--- src/rtl/cache_arbiter_pkg.sv ---
// Shared CPU bus definitions: data-cache widths, arbiter state encoding,
// grant identity and the buffered memory request.
package cache_arbiter_pkg;

  localparam int DCACHE_ADDR_W  = 32;
  localparam int DCACHE_DATA_W  = 32;
  localparam int DCACHE_WSTRB_W = 4;

  localparam int CPU_ADDR_W = DCACHE_ADDR_W;
  localparam int CPU_DATA_W = DCACHE_DATA_W;

  typedef enum logic [2:0] {
    ARB_IDLE   = 3'd0,
    ARB_D_ADDR = 3'd1,
    ARB_D_DATA = 3'd2,
    ARB_I_ADDR = 3'd3,
    ARB_I_DATA = 3'd4
  } arb_state_e;

  typedef enum logic {
    GRANT_INST = 1'b0,
    GRANT_DATA = 1'b1
  } grant_e;

  typedef struct packed {
    logic [CPU_ADDR_W-1:0]     addr;
    logic [CPU_DATA_W-1:0]     wdata;
    logic [DCACHE_WSTRB_W-1:0] wen;
  } req_buf_t;

  localparam req_buf_t REQ_BUF_CLEAR = '{addr: 32'd0, wdata: 32'd0, wen: 4'd0};

  // Data wins a tie unless it also won the last completed transaction.
  function automatic grant_e pick_grant(input logic inst_req,
                                        input logic data_req,
                                        input grant_e last_grant);
    grant_e g;
    if (data_req && (!inst_req || (last_grant == GRANT_INST))) begin
      g = GRANT_DATA;
    end else begin
      g = GRANT_INST;
    end
    return g;
  endfunction

endpackage

--- src/rtl/cache_arbiter_if.sv ---
// Cache-side and memory-side handshake bundle of the cache arbiter.
// slave: the arbiter's view; master: the caches/memory (or bench) view.
interface cache_arbiter_if;
  import cache_arbiter_pkg::*;

  logic                      inst_cache_req;
  logic [CPU_ADDR_W-1:0]     inst_cache_addr;
  logic [CPU_DATA_W-1:0]     inst_cache_rdata;
  logic                      inst_cache_iok;

  logic                      data_cache_req;
  logic [DCACHE_WSTRB_W-1:0] data_cache_wen;
  logic [CPU_ADDR_W-1:0]     data_cache_addr;
  logic [CPU_DATA_W-1:0]     data_cache_wdata;
  logic [CPU_DATA_W-1:0]     data_cache_rdata;
  logic                      data_cache_dok;

  logic                      mem_req;
  logic                      mem_wr;
  logic [DCACHE_WSTRB_W-1:0] mem_wstrb;
  logic [CPU_ADDR_W-1:0]     mem_addr;
  logic [CPU_DATA_W-1:0]     mem_wdata;
  logic                      mem_addr_ok;
  logic                      mem_data_ok;
  logic [CPU_DATA_W-1:0]     mem_rdata;

  modport slave (
    input  inst_cache_req, inst_cache_addr,
    output inst_cache_rdata, inst_cache_iok,
    input  data_cache_req, data_cache_wen, data_cache_addr, data_cache_wdata,
    output data_cache_rdata, data_cache_dok,
    output mem_req, mem_wr, mem_wstrb, mem_addr, mem_wdata,
    input  mem_addr_ok, mem_data_ok, mem_rdata
  );

  modport master (
    output inst_cache_req, inst_cache_addr,
    input  inst_cache_rdata, inst_cache_iok,
    output data_cache_req, data_cache_wen, data_cache_addr, data_cache_wdata,
    input  data_cache_rdata, data_cache_dok,
    input  mem_req, mem_wr, mem_wstrb, mem_addr, mem_wdata,
    output mem_addr_ok, mem_data_ok, mem_rdata
  );

endinterface

--- src/rtl/cache_arbiter.sv ---
// Arbitrates single-word I-cache and D-cache requests onto one memory port,
// one outstanding transaction at a time, alternating grants on contention.
module cache_arbiter
  import cache_arbiter_pkg::*;
(
  input  logic            clk,
  input  logic            rst,
  cache_arbiter_if.slave  bus
);

  arb_state_e r_state;
  arb_state_e w_next_state;
  grant_e     r_last_grant;
  grant_e     w_grant;
  req_buf_t   r_req_buf;
  req_buf_t   w_req_new;
  logic       w_any_req;
  logic       w_done;
  logic       w_data_txn;
  logic       w_addr_phase;
  logic       w_d_window;
  logic       w_i_window;

  assign w_any_req    = bus.inst_cache_req | bus.data_cache_req;
  assign w_grant      = pick_grant(bus.inst_cache_req, bus.data_cache_req, r_last_grant);
  assign w_data_txn   = (r_state == ARB_D_ADDR) || (r_state == ARB_D_DATA);
  assign w_addr_phase = (r_state == ARB_D_ADDR) || (r_state == ARB_I_ADDR);

  // State register
  always_ff @(posedge clk) begin
    if (rst) begin
      r_state <= ARB_IDLE;
    end else begin
      r_state <= w_next_state;
    end
  end

  // Next-state logic; w_done marks the cycle a transaction completes
  always_comb begin
    w_next_state = r_state;
    w_done       = 1'b0;
    case (r_state)
      ARB_IDLE: begin
        if (w_any_req) begin
          if (w_grant == GRANT_DATA) begin
            w_next_state = ARB_D_ADDR;
          end else begin
            w_next_state = ARB_I_ADDR;
          end
        end else begin
          w_next_state = ARB_IDLE;
        end
      end
      ARB_D_ADDR, ARB_I_ADDR: begin
        if (bus.mem_addr_ok && bus.mem_data_ok) begin
          w_next_state = ARB_IDLE;
          w_done       = 1'b1;
        end else if (bus.mem_addr_ok) begin
          w_next_state = w_data_txn ? ARB_D_DATA : ARB_I_DATA;
        end else begin
          w_next_state = r_state;
        end
      end
      ARB_D_DATA, ARB_I_DATA: begin
        if (bus.mem_data_ok) begin
          w_next_state = ARB_IDLE;
          w_done       = 1'b1;
        end else begin
          w_next_state = r_state;
        end
      end
      default: begin
        w_next_state = ARB_IDLE;
      end
    endcase
  end

  // Payload of the requester about to be granted; instruction fetches never write
  always_comb begin
    w_req_new = REQ_BUF_CLEAR;
    if (w_grant == GRANT_DATA) begin
      w_req_new.addr  = bus.data_cache_addr;
      w_req_new.wdata = bus.data_cache_wdata;
      w_req_new.wen   = bus.data_cache_wen;
    end else begin
      w_req_new.addr  = bus.inst_cache_addr;
      w_req_new.wdata = 32'd0;
      w_req_new.wen   = 4'd0;
    end
  end

  // Request buffer, loaded only on a grant from IDLE
  always_ff @(posedge clk) begin
    if (rst) begin
      r_req_buf <= REQ_BUF_CLEAR;
    end else if ((r_state == ARB_IDLE) && w_any_req) begin
      r_req_buf <= w_req_new;
    end else begin
      r_req_buf <= r_req_buf;
    end
  end

  // Owner of the last completed transaction; abandoned transactions do not count
  always_ff @(posedge clk) begin
    if (rst) begin
      r_last_grant <= GRANT_INST;
    end else if (w_done) begin
      r_last_grant <= w_data_txn ? GRANT_DATA : GRANT_INST;
    end else begin
      r_last_grant <= r_last_grant;
    end
  end

  // A completion counts in the address phase only when accepted in the same cycle
  assign w_d_window = ((r_state == ARB_D_ADDR) && bus.mem_addr_ok) || (r_state == ARB_D_DATA);
  assign w_i_window = ((r_state == ARB_I_ADDR) && bus.mem_addr_ok) || (r_state == ARB_I_DATA);

  assign bus.data_cache_dok   = ~rst & bus.mem_data_ok & w_d_window;
  assign bus.inst_cache_iok   = ~rst & bus.mem_data_ok & w_i_window;
  assign bus.data_cache_rdata = bus.mem_rdata;
  assign bus.inst_cache_rdata = bus.mem_rdata;

  assign bus.mem_req   = ~rst & w_addr_phase;
  assign bus.mem_wr    = ~rst & (|r_req_buf.wen);
  assign bus.mem_wstrb = r_req_buf.wen;
  assign bus.mem_addr  = r_req_buf.addr;
  assign bus.mem_wdata = r_req_buf.wdata;

endmodule

--- src/flat_wrapper.sv ---
// flat-port wrapper written by rule: the top's interface ports become plain ports
module cache_arbiter_flat import cache_arbiter_pkg::*;
  (clk, rst, bus_inst_cache_req, bus_inst_cache_addr, bus_inst_cache_rdata, bus_inst_cache_iok, bus_data_cache_req, bus_data_cache_wen, bus_data_cache_addr, bus_data_cache_wdata, bus_data_cache_rdata, bus_data_cache_dok, bus_mem_req, bus_mem_wr, bus_mem_wstrb, bus_mem_addr, bus_mem_wdata, bus_mem_addr_ok, bus_mem_data_ok, bus_mem_rdata);
  cache_arbiter_if bus_i ();
  input  logic clk;
  input  logic rst;
  input wire logic [$bits(bus_i.inst_cache_req)-1:0] bus_inst_cache_req;
  input wire logic [$bits(bus_i.inst_cache_addr)-1:0] bus_inst_cache_addr;
  output wire logic [$bits(bus_i.inst_cache_rdata)-1:0] bus_inst_cache_rdata;
  output wire logic [$bits(bus_i.inst_cache_iok)-1:0] bus_inst_cache_iok;
  input wire logic [$bits(bus_i.data_cache_req)-1:0] bus_data_cache_req;
  input wire logic [$bits(bus_i.data_cache_wen)-1:0] bus_data_cache_wen;
  input wire logic [$bits(bus_i.data_cache_addr)-1:0] bus_data_cache_addr;
  input wire logic [$bits(bus_i.data_cache_wdata)-1:0] bus_data_cache_wdata;
  output wire logic [$bits(bus_i.data_cache_rdata)-1:0] bus_data_cache_rdata;
  output wire logic [$bits(bus_i.data_cache_dok)-1:0] bus_data_cache_dok;
  output wire logic [$bits(bus_i.mem_req)-1:0] bus_mem_req;
  output wire logic [$bits(bus_i.mem_wr)-1:0] bus_mem_wr;
  output wire logic [$bits(bus_i.mem_wstrb)-1:0] bus_mem_wstrb;
  output wire logic [$bits(bus_i.mem_addr)-1:0] bus_mem_addr;
  output wire logic [$bits(bus_i.mem_wdata)-1:0] bus_mem_wdata;
  input wire logic [$bits(bus_i.mem_addr_ok)-1:0] bus_mem_addr_ok;
  input wire logic [$bits(bus_i.mem_data_ok)-1:0] bus_mem_data_ok;
  input wire logic [$bits(bus_i.mem_rdata)-1:0] bus_mem_rdata;
  assign bus_i.inst_cache_req = bus_inst_cache_req;
  assign bus_i.inst_cache_addr = bus_inst_cache_addr;
  assign bus_inst_cache_rdata = bus_i.inst_cache_rdata;
  assign bus_inst_cache_iok = bus_i.inst_cache_iok;
  assign bus_i.data_cache_req = bus_data_cache_req;
  assign bus_i.data_cache_wen = bus_data_cache_wen;
  assign bus_i.data_cache_addr = bus_data_cache_addr;
  assign bus_i.data_cache_wdata = bus_data_cache_wdata;
  assign bus_data_cache_rdata = bus_i.data_cache_rdata;
  assign bus_data_cache_dok = bus_i.data_cache_dok;
  assign bus_mem_req = bus_i.mem_req;
  assign bus_mem_wr = bus_i.mem_wr;
  assign bus_mem_wstrb = bus_i.mem_wstrb;
  assign bus_mem_addr = bus_i.mem_addr;
  assign bus_mem_wdata = bus_i.mem_wdata;
  assign bus_i.mem_addr_ok = bus_mem_addr_ok;
  assign bus_i.mem_data_ok = bus_mem_data_ok;
  assign bus_i.mem_rdata = bus_mem_rdata;
  cache_arbiter u_core (.clk(clk), .rst(rst), .bus(bus_i));
endmodule
--- config.mk ---
export PLATFORM = sky130hd
export DESIGN_NAME = cache_arbiter_flat
export DESIGN_NICKNAME = d
export VERILOG_FILES = /design/src/rtl/cache_arbiter_pkg.sv /design/src/rtl/cache_arbiter_if.sv /design/src/rtl/cache_arbiter.sv /design/src/flat_wrapper.sv
export SDC_FILE = /design/constraint.sdc
export NUM_CORES = 1
export LEC_CHECK = 0
export CAP_MARGIN = 10
export CORE_AREA = 2 2 107 109
export CTS_CLUSTER_SIZE = 20
export DETAILED_ROUTE_END_ITERATION = 8
export DIE_AREA = 0 0 109 111
export PLACE_DENSITY = 0.78
export SYNTH_ARGS = -nofsm -noshare
export SYNTH_HDL_FRONTEND = slang
export SYNTH_SLANG_ARGS = --single-unit
--- constraint.sdc ---
create_clock -name clk -period 3 [get_ports clk]
set_clock_uncertainty 0.1 [all_clocks]
set_input_delay 0.6 -clock clk [delete_from_list [all_inputs] [get_ports clk]]
set_output_delay 0.6 -clock clk [all_outputs]
set_load 0.03 [all_outputs]
**Yosys cells after proc, flatten, opt, wreduce, memory -nomap -nowiden**

Cells that the tools add are included.
W data, S select, Z words.

- Register bits: 72
- Latch bits: 0
- Bits in writable memories: 0
- Memory bits (read-only): 0
- Input bits: 138
- Output and inout bits: 136
- Logic and storage cells: 48
- Memories kept: 0

- $add $sub $neg: 0
- Multipliers: 0
- Divide/modulo/power cells: 0
- Magnitude comparators: 0
- Eq/ne operators: 6
- Shift-type cells: 0
- Mux-type cells: 13
- Bitwise logic cells: 8
- Reduce and logical (&&, ||, !) cells: 16

Operators with widths:

| cell | count |
|---|---|
| $mux W68 | 1 |
| $mux W3 | 4 |
| $pmux W3 S3 | 1 |
| $eq A3 B2 Y1 const B | 2 |
| $and A1 B1 Y1 | 5 |
| $logic_and A1 B1 Y1 | 5 |
| $logic_or A1 B1 Y1 | 5 |
| $mux W1 | 4 |
| $mux W2 | 2 |
| $reduce_or A2 Y1 | 2 |
| $reduce_or A4 Y1 | 1 |
| $eq A3 B1 Y1 const B | 1 |
| $eq A3 B3 Y1 const B | 1 |
| $logic_not A3 Y1 | 1 |
| $ne A3 B2 Y1 const B | 1 |
| $ne A2 B2 Y1 const B | 1 |
| $not A1 Y1 | 2 |
| $pmux W1 S2 | 1 |
| $reduce_and A2 Y1 | 1 |
| $logic_not A1 Y1 | 1 |
| $or A1 B1 Y1 | 1 |

**Logic depth before layout (Yosys ltp)**

Gate-level depths: netlist of the first run.

- Word-level depth: 7
- Mapped depth: 5
- Gate-level depth less buffers: 3

**Worst setup path after synthesis of the first run**

OpenSTA, ideal clock, no wires.

- Path type: input-to-output
- Start: input rst
- End: output bus_data_cache_dok
- Arrival time: 2271 ps
- Data required time: 2300 ps
- Setup slack: 29 ps
- Cell stages on the path: 2
- Path buffers: 1
- Cell sequence: clkbuf_1 -> a2111oi_0

- Word-level cells in the longest chain between the ends: 3

Ends and longest elaborated chain:

| element | RTL line | source |
|---|---|---|
| start: declaration | flat_wrapper.sv:6 | `input logic rst;` |
| $not A1 Y1 | cache_arbiter.sv:118 | `assign bus.data_cache_dok = ~rst & bus.mem_data_ok & w_d_window;` |
| $and A1 B1 Y1 (2 in a row) | cache_arbiter.sv:118 |  |
| end: declaration | flat_wrapper.sv:16 | `output wire logic [$bits(bus_i.data_cache_dok)-1:0] bus_data_cache_dok;` |

Every way passes these cells.

**Worst setup path after layout of the first run**

- Start: input bus_mem_addr_ok
- End: output bus_data_cache_dok

- Word-level cells in the longest chain between the ends: 3

Ends and longest elaborated chain:

| element | RTL line | source |
|---|---|---|
| start: declaration | flat_wrapper.sv:22 | `input wire logic [$bits(bus_i.mem_addr_ok)-1:0] bus_mem_addr_ok;` |
| $logic_and A1 B1 Y1 | cache_arbiter.sv:115 | `assign w_d_window = ((r_state == ARB_D_ADDR) && bus.mem_addr_ok) \|\| (r_state == ARB_D_DATA);` |
| $logic_or A1 B1 Y1 | cache_arbiter.sv:115 |  |
| $and A1 B1 Y1 | cache_arbiter.sv:118 |  |

Every way passes these cells.

==> results of run 1 <==
==> Yosys cell counts, types with 3 or more instances <==
| library cell | instances |
|---|---|
| sky130_fd_sc_hd__a211oi_1 | 34 |
| sky130_fd_sc_hd__a21oi_1 | 70 |
| sky130_fd_sc_hd__buf_2 | 22 |
| sky130_fd_sc_hd__buf_4 | 69 |
| sky130_fd_sc_hd__buf_6 | 4 |
| sky130_fd_sc_hd__clkbuf_1 | 17 |
| sky130_fd_sc_hd__dfxtp_1 | 72 |
| sky130_fd_sc_hd__nand4_1 | 36 |
| sky130_fd_sc_hd__nor2_1 | 3 |
| sky130_fd_sc_hd__o21ai_0 | 20 |
| sky130_fd_sc_hd__o21ai_1 | 18 |
| sky130_fd_sc_hd__o32ai_1 | 32 |
==> where the power goes <==
group | internal (mW) | total, mW | switching [mW]
Combinational | 0.452 | 1.04 | 0.589
Sequential | 1.07 | 1.15 | 0.0758
Clock | 0.719 | 1.10 | 0.384
Total | 2.24 | 3.29 | 1.05
==> kinds of logic after synthesis <==
group           count (synthesis)  synth area share
compound gates                183             0.311
buf+inv                       116             0.203
flops                          72             0.388
simple gates                   57            0.0985
==> flip-flops by register name, indices dropped and copies added, names as in the netlist <==
signal	count
u_core.bus.mem_addr	32
u_core.bus.mem_wdata	32
u_core.bus.mem_wstrb	4
u_core.r_state	3
u_core.r_last_grant	1
==> critical path: cells and delay by family <==
| family | cells | cell delay, ns |
|---|---|---|
| buffers and inverters | 3 | 0.89 |
| AND/OR/NAND/NOR | 1 | 0.07 |
| AO/OA/AOI/OAI | 1 | 0.40 |
==> path summary, 6_finish.rpt <==
kind,from,endpoint,slack (ns),cells after the start
worst min-delay path,u_core.bus.mem_wdata[24],u_core.bus.mem_wdata[24],0.38,2
worst max-delay path,bus_mem_addr_ok,bus_data_cache_dok,0.34,5
worst min register to register,u_core.bus.mem_wdata[24],u_core.bus.mem_wdata[24],0.38,2
worst max register to register,u_core.r_state[0],u_core.bus.mem_wdata[25],0.84,3
==> metrics by stage <==
step / utilization / instance area (sq um)
after CTS: 0.482 / 5340
final: 0.483 / 5350
after floorplan: - / 3710
after global placement: 0.454 / 5030
after detailed placement: 0.454 / 5030
after global routing: 0.483 / 5350
==> per-layer routing <==
metal  wire (um)  part of all wire
met5           0                 0
met3        1170              0.11
met1        4360              0.40
met4         361             0.033
met2        5070              0.46
==> timing repair <==
action,4_1_cts,5_1_grt
setup buffers,0,0
endpoints found under the setup margin,0,1
resized for setup,0,1
==> area by class of cell <==
class	count	area, sq um
Fill cell	1064	5730
Tap cell	143	179
Sequential cell	72	1440
Multi-Input combinational cell	240	1530
Inverter	2	7.51
Timing Repair Buffer	188	1870
Clock buffer	9	225
Clock inverter	6	85.1
==> results_dict.tcl, run 1 <==
set metrics [dict create \
    power-per-cell-area_mw_per_mm2 615 \
    vias 3595 \
    num_rows 39 \
    worst_setup_hold_path_clk_slew_ns 0.06 \
    cts_bufs_inserted 9 \
    synth_enable_flop_cells 0 \
    drv.max_cap_violation_count 0 \
    syn_area_per_cell_sq_um 8.67 \
    pin_count 274 \
    synth_cell_type_count 38 \
    cp.required_ns 2.30 \
    clock_tree_from_tritoncts "yes" \
    dieHeight_um 111 \
    cp_common_cell "sky130_fd_sc_hd__buf_4" \
    die_width_um 109 \
    drt-total-wl_mm 11.0 \
    overflow 0 \
    pin_count_of_the_biggest_net_entering_global_routing 71 \
    hold-worst-slack_ns 0.376 \
    synth_nets 566 \
    cts_hold_buf 0 \
    clockRootBuffer "sky130_fd_sc_hd__clkbuf_16" \
    place.detailed.hpwl_mm 7.65 \
    critPathSlowestCell "sky130_fd_sc_hd__clkdlybuf4s50_1" \
    routedWlPerCell_um 16.6 \
    grt_util_met1 0.197 \
    groute.usage.overall 0.173 \
    antenna_cells_inserted 0 \
    total_power_mw 3.29 \
    setup_total_negative_slack_ns 0 \
    timing.final.max_slew_violations 0 \
    worst-path-max-fanout 6 \
    area_growth_pct 44.1 \
    final_common_cell "sky130_fd_sc_hd__clkdlybuf4s50_1" \
    finalHoldViolCount 0 \
    placedCellCount 645 \
    layout_worst_path_cycle_share 0.888 \
    synth.yosys.warnings 0 \
    slew_headroom 0.271 \
    timing.critical_path.cells "clkdlybuf4s50_1 > buf_4 > nand3b_1 > a2111oi_0 > buf_4" \
    routed_via_density 5.45 \
    initial_utilization 0.335 \
    gr-max-usage-layer "met2" \
    htree_levels 3 \
    fin_crit_ns 2.66 \
    core_area_sq_mm 0.0111 \
    gr-usage-met2 0.283 \
    most-common-layout-cells "sky130_fd_sc_hd__clkdlybuf4s50_1, sky130_fd_sc_hd__dfxtp_1, sky130_fd_sc_hd__a21oi_1, sky130_fd_sc_hd__nand4_1, sky130_fd_sc_hd__a211oi_1" \
    max_freq_ghz 0.375 \
    clockBufferDepth 2 \
    synth_sequential_area_ratio 0.388 \
    setup_crit_start_kind "input port" \
    worst_hold_path_type "register to register" \
    worst-endpoint-arrival_ns 1.96 \
    drt-pass1-iter-count 6 \
    mapped_area_sq_mm 0.00371 \
    synth_ff_type "sky130_fd_sc_hd__dfxtp_1" \
    post_synth_inst_count 428 \
    outcome "completed" \
    critPathCaptureType "output pin" \
    yosys_register_bits 72 \
    grt_util_met3 0.0635 \
    setup_ws_ns 0.336 \
    synth_area_leaders "sky130_fd_sc_hd__dfxtp_1, sky130_fd_sc_hd__buf_4, sky130_fd_sc_hd__a21oi_1" \
    antenna_violating_nets_post_route 0 \
    power.leakage_nw 1.79 \
    io_buffer_count 177 \
    first_iter_violations 331 \
    share_of_flip_flops_with_an_asynchronous_set_or_reset 0 \
    routabilityCongestion 0.753 \
    antenna_found_initial 0 \
    critical_path.max_stage_delay_ns 0.50 \
    design.final.nets 651 \
    first_global_vias 3376 \
    clock_sinks 72 \
    worst-setup-path-type "input port to output pin" \
    post-synth-top-area-fraction 0.388 \
    detail_route.drc_violations 0 \
    pre_cts_slack_ns 0.0636 \
    grt_first_pass_wirelength_mm 16.7 \
    die_footprint_sq_mm 0.0121 \
    finalSetupViolations 0 \
    ir_worst_vdd_mv 0.223 \
    rsz0062_at_grt "no" \
    synth_largest_area_cell "sky130_fd_sc_hd__dfxtp_1" \
    clkLatencyLatePin_ns 0.32 \
    layout.cells.non_filler 660 \
    worst_slew_pin_slew_ns 1.09 \
    drive_above_1_share 0.0677 \
]
No activity file was read; power rests on OpenSTA's default activity.
==> inputs of run 2 (changes only) <==
Settings changed: CORE_AREA 2 2 107 109 to 2 2 105 107, CTS_BUF_LIST from default to sky130_fd_sc_hd__clkbuf_4, DIE_AREA 0 0 109 111 to 0 0 107 109, PLACE_DENSITY 0.78 to 0.81.
==> run 2 against run 1 <==
  * Cell count is 0.30% lower
  * Sequential power is essentially flat
  * Design area shrank 3.4%
  * First-iteration DRC count rose by 24%
  * Via count is 1.6% higher
  * Clock-buffer cell count stayed put
  * Setup slack got worse by 0.025 ns
  * Core utilization increased by 0.45 points
  * Die area decreased by 3.6%
  * Global-route usage up 0.55 points
  * Register-to-register slack gained 0.03 ns
  * Highest routed layer unchanged
  * Flip-flop and latch count unchanged
==> results_dict.tcl, run 2 (same netlist as run 1, synthesis figures left out) <==
set metrics [dict create \
    num-fill-cells 1009 \
    slew_headroom 0.283 \
    routed_via_density 5.55 \
    grt_first_pass_wirelength_mm 16.5 \
    clock_tree_from_tritoncts "yes" \
    power.share.clock 0.222 \
    grt_util_met3 0.0646 \
    worst_slew_pin_slew_ns 1.07 \
    p_switching_mw 1.03 \
    cts_bufs_inserted 9 \
    clockRootBuffer "sky130_fd_sc_hd__clkbuf_4" \
    setup_total_negative_slack_ns 0 \
    drt-pass1-iter-count 4 \
    worst_hold_path_type "register to register" \
    first_global_vias 3309 \
    clkLatencyLatePin_ns 0.40 \
    area_growth_pct 39.2 \
    power-per-cell-area_mw_per_mm2 544 \
    rsz0062_at_grt "no" \
    total_power_mw 2.81 \
    combPwrFrac 0.371 \
    worst_hold_startpoint "u_core.bus.mem_wdata[11]" \
    worst_setup_hold_path_clk_slew_ns 0.12 \
    design.final.nets 650 \
    vias 3652 \
    clockBufferDepth 2 \
    worst-path-max-fanout 15 \
    gr-usage-met2 0.289 \
    gr-max-usage-layer "met2" \
    overflow 0 \
    worst-setup-path-type "register to output pin" \
    pin_count 274 \
    most-common-layout-cells "sky130_fd_sc_hd__clkdlybuf4s50_1, sky130_fd_sc_hd__dfxtp_1, sky130_fd_sc_hd__a21oi_1, sky130_fd_sc_hd__nand4_1, sky130_fd_sc_hd__a211oi_1" \
    core_area_sq_mm 0.0106 \
    pin_count_of_the_biggest_net_entering_global_routing 102 \
    ir_worst_vdd_mv 0.241 \
    fin_crit_ns 2.69 \
    outcome "completed" \
    critPathCaptureType "output pin" \
    post-cts-setup-buffer-count 0 \
    setup_crit_start_kind "register" \
    internal_power_mw 1.78 \
    die_width_um 107 \
    finalHoldViolCount 0 \
    clock_sinks 72 \
    rr_startpoint "u_core.r_state[0]" \
    cp.required_ns 2.30 \
    grt_util_met1 0.215 \
    antenna_violating_nets_post_route 0 \
    htree_levels 3 \
    first_iter_violations 410 \
    drv.max_cap_violation_count 0 \
    cp-startpoint "u_core.r_state[0]" \
    place.detailed.hpwl_mm 7.55 \
    initial_utilization 0.350 \
    drive_above_1_share 0.0677 \
    cts_hold_buf 0 \
    drt-total-wl_mm 11.0 \
    final_common_cell "sky130_fd_sc_hd__clkdlybuf4s50_1" \
    timing.final.max_slew_violations 0 \
    io_buffer_count 177 \
    layout.cells.non_filler 658 \
    placedCellCount 641 \
    detail_route.drc_violations 0 \
    power.sequential.fraction 0.407 \
    num_rows 38 \
    routedWlPerCell_um 16.8 \
    swShare 0.366 \
    antenna_found_initial 1 \
    worst-endpoint-arrival_ns 1.99 \
    layout_worst_path_cycle_share 0.896 \
    groute.usage.overall 0.179 \
    die_footprint_sq_mm 0.0117 \
    finalSetupViolations 0 \
    power.leakage_nw 1.71 \
    max_freq_ghz 0.372 \
    routabilityCongestion 0.800 \
    dieHeight_um 109 \
]
## run 2: path summary, 6_finish.rpt
path         cells after the start                       end  slack (ns)
max                              2               bus_mem_req        0.31
min                              2  u_core.bus.mem_wdata[11]        0.39
min reg2reg                      2  u_core.bus.mem_wdata[11]        0.39
max reg2reg                      3   u_core.bus.mem_wdata[3]        0.87
## run 2: power by group through the flow
stage                     Clock [mW]  Sequential, mW  Combinational [mW]
final                          0.623            1.14                1.04
after CTS                      0.658            1.14                1.05
after detailed placement           0            1.16                1.04
after floorplan                    0            1.35               0.589
after global placement             0            1.16                1.02
after global routing           0.703            1.16                1.11
## run 2: layout make-up
cell class / count / area, sq um / share of cell area
clock buffer: 9 / 67.6 / 0.0131
tap: 140 / 175 / 0.0339
antenna: 1 / 2.50 / 0.000484
timing repair buffer: 187 / 1870 / 0.361
inverter: 2 / 7.51 / 0.00145
clock inverter: 7 / 77.6 / 0.0150
multi-input combinational: 240 / 1530 / 0.296
sequential: 72 / 1440 / 0.279
## run 2: what timing repair did
item	CTS	global route
hold endpoints to repair	0	0
setup endpoints to repair	0	1
resized for setup	0	1
## run 2: worst max-delay path: stages (launching register included)
cell	delay, ns
sky130_fd_sc_hd__dfxtp_1	0.65
sky130_fd_sc_hd__nor3b_1	0.25
sky130_fd_sc_hd__clkdlybuf4s50_1	0.70
## run 2: per-layer routing
metal,vias to the layer above,part of all wire
li1,1739,-
met1,1711,0.42
met2,186,0.48
met3,16,0.086
met4,0,0.014
met5,-,0
## run 2: through the flow
step	util	area (sq um)	setup slack [ns]	hold WS, ns
after floorplan	-	3710	0.0286	0.425
after global placement	0.473	5010	0.139	0.358
after detailed placement	0.473	5010	0.130	0.366
after CTS	0.487	5160	0.0412	0.361
after global routing	0.487	5160	0.166	0.366
final	0.487	5160	0.312	0.388
==> inputs of run 3 (changes only) <==
Settings changed: CORE_AREA 2 2 105 107 to default, CORE_MARGIN from default to 8, CORE_UTILIZATION from default to 38, DIE_AREA 0 0 107 109 to default, PLACE_DENSITY 0.81 to 0.86, SLEW_MARGIN from default to 20.
==> run 3 against run 2 <==
  * Cell count fell by 0.91%
  * Sequential power hardly changed
  * Fmax shrank 2.6%
  * Setup slack worse by 0.072 ns
  * Critical path type unchanged
  * Highest routed layer unchanged
==> results_dict.tcl, run 3 (same netlist as run 1, synthesis figures left out) <==
set metrics [dict create \
    outcome "completed" \
    worst-path-max-fanout 15 \
    routedWlPerCell_um 18.9 \
    worst_setup_hold_path_clk_slew_ns 0.12 \
    die_footprint_sq_mm 0.0132 \
    grt_first_pass_wirelength_mm 18.6 \
    first_iter_violations 349 \
    timing.final.max_slew_violations 0 \
    setup_ws_ns 0.240 \
    clock_sinks 72 \
    setup_total_negative_slack_ns 0 \
    io_buffer_count 177 \
    gr-max-usage-layer "met2" \
    drive_above_1_share 0.0732 \
    detail_route.drc_violations 0 \
    die_width_um 115 \
    most-common-layout-cells "sky130_fd_sc_hd__clkdlybuf4s50_1, sky130_fd_sc_hd__dfxtp_1, sky130_fd_sc_hd__a21oi_1, sky130_fd_sc_hd__nand4_1, sky130_fd_sc_hd__a211oi_1" \
    core_area_sq_mm 0.00964 \
    layout.area.seq_sq_mm 0.00144 \
    pin_count 274 \
    postLayoutCellArea_sq_mm 0.00519 \
    hold-worst-slack_ns 0.379 \
    cp_num_cells 2 \
    grt_util_met3 0.0924 \
    timing.critical_path.cells "nor3b_1 > clkdlybuf4s50_1" \
    finalHoldViolCount 0 \
    first_global_vias 3595 \
    worst-setup-path-type "register to output pin" \
    critical_path.max_stage_delay_ns 0.71 \
    final_common_cell "sky130_fd_sc_hd__clkdlybuf4s50_1" \
    clockRootBuffer "sky130_fd_sc_hd__clkbuf_4" \
    p_switching_mw 1.04 \
    drt-pass1-iter-count 5 \
    setup_crit_start_kind "register" \
    place.detailed.hpwl_mm 9.07 \
    antenna_cells_inserted 0 \
    dieHeight_um 115 \
    post_cts_resize_count 0 \
    antenna_violating_nets_post_route 0 \
    dpl-instance-area_sq_mm 0.00501 \
    critPathCaptureType "output pin" \
    power.sequential.fraction 0.384 \
    max_freq_ghz 0.362 \
    timing.critical_path.max_delay_family "buffers and inverters" \
    internal_power_mw 1.94 \
    clock_tree_from_tritoncts "yes" \
    cts_hold_buf 0 \
    drt-total-wl_mm 12.3 \
    drv.max_cap_violation_count 0 \
    num_rows 36 \
    layout_worst_path_cycle_share 0.920 \
    ir_worst_vdd_mv 0.293 \
    power-per-cell-area_mw_per_mm2 573 \
    clkLatencyLatePin_ns 0.41 \
    routed_via_density 5.60 \
    swShare 0.348 \
    power.leakage_nw 1.71 \
    cp.required_ns 2.30 \
    post-cts-setup-buffer-count 0 \
    multiInputGateArea_sq_mm 0.00153 \
    overflow 0 \
    vias 3652 \
    antenna_found_initial 0 \
    timing.reg2reg.worst_path_depth 3 \
    htree_levels 3 \
    critPathSlowestCell "sky130_fd_sc_hd__clkdlybuf4s50_1" \
    clockBufferDepth 2 \
    power.share.clock 0.263 \
    combPwrFrac 0.353 \
    groute.usage.overall 0.177 \
    worst-endpoint-arrival_ns 2.06 \
    area_growth_pct 40.0 \
    worst_hold_path_type "register to register" \
    finalSetupViolations 0 \
    worstPathBufferInverterCount 1 \
    gr-usage-met2 0.285 \
    grt_util_met1 0.183 \
    slew_headroom 0.271 \
    rsz0062_at_grt "no" \
    num-fill-cells 901 \
    worst_slew_pin_slew_ns 1.09 \
    pre_cts_slack_ns 0.357 \
    fin_crit_ns 2.76 \
    initial_utilization 0.385 \
    min_path_cells 2 \
    routabilityCongestion 0.881 \
    design.final.nets 652 \
    pin_count_of_the_biggest_net_entering_global_routing 71 \
    cts_bufs_inserted 9 \
]
## run 3: layout make-up
| cell class | count | area share |
|---|---|---|
| Timing Repair Buffer | 189 | 0.359 |
| Multi-Input combinational cell | 240 | 0.294 |
| Sequential cell | 72 | 0.278 |
| Tap cell | 133 | 0.0320 |
| Clock inverter | 7 | 0.0231 |
| Clock buffer | 9 | 0.0130 |
| Inverter | 2 | 0.00145 |
## run 3: worst paths after layout
check,from,to,slack [ns]
min reg2reg,u_core.bus.mem_wdata[1],u_core.bus.mem_wdata[1],0.38
min,u_core.bus.mem_wdata[1],u_core.bus.mem_wdata[1],0.38
max,u_core.r_state[0],bus_mem_req,0.24
max reg2reg,u_core.r_state[0],u_core.bus.mem_wdata[24],0.81
## run 3: per-layer routing
metal	vias to the layer above	share of wire
met5	-	0
met4	0	0.035
met3	39	0.13
met2	219	0.46
met1	1655	0.37
li1	1739	-
## run 3: stage by stage
stage | cells | total power [mW] | utilization
finish | 652 | 2.98 | 0.539
global route | 652 | 3.13 | 0.539
CTS | 652 | 3.01 | 0.539
detailed placement | 636 | 2.22 | 0.519
global placement | 636 | 2.19 | 0.519
floorplan | 428 | 1.94 | -
## run 3: worst min-delay path, cell delays in order, from the launching register on
cell	delay (ns)
sky130_fd_sc_hd__dfxtp_1	0.33
sky130_fd_sc_hd__o21ai_0	0.06
sky130_fd_sc_hd__a21oi_1	0.06
## run 3: power by group through the flow
stage          clock [mW]  sequential (mW)  combinational, mW
4_1_cts             0.809             1.14               1.06
2_1_floorplan           0             1.35              0.589
3_5_place_dp            0             1.16               1.05
5_1_grt             0.852             1.16               1.13
3_3_place_gp            0             1.16               1.03
6_report            0.783             1.14               1.05
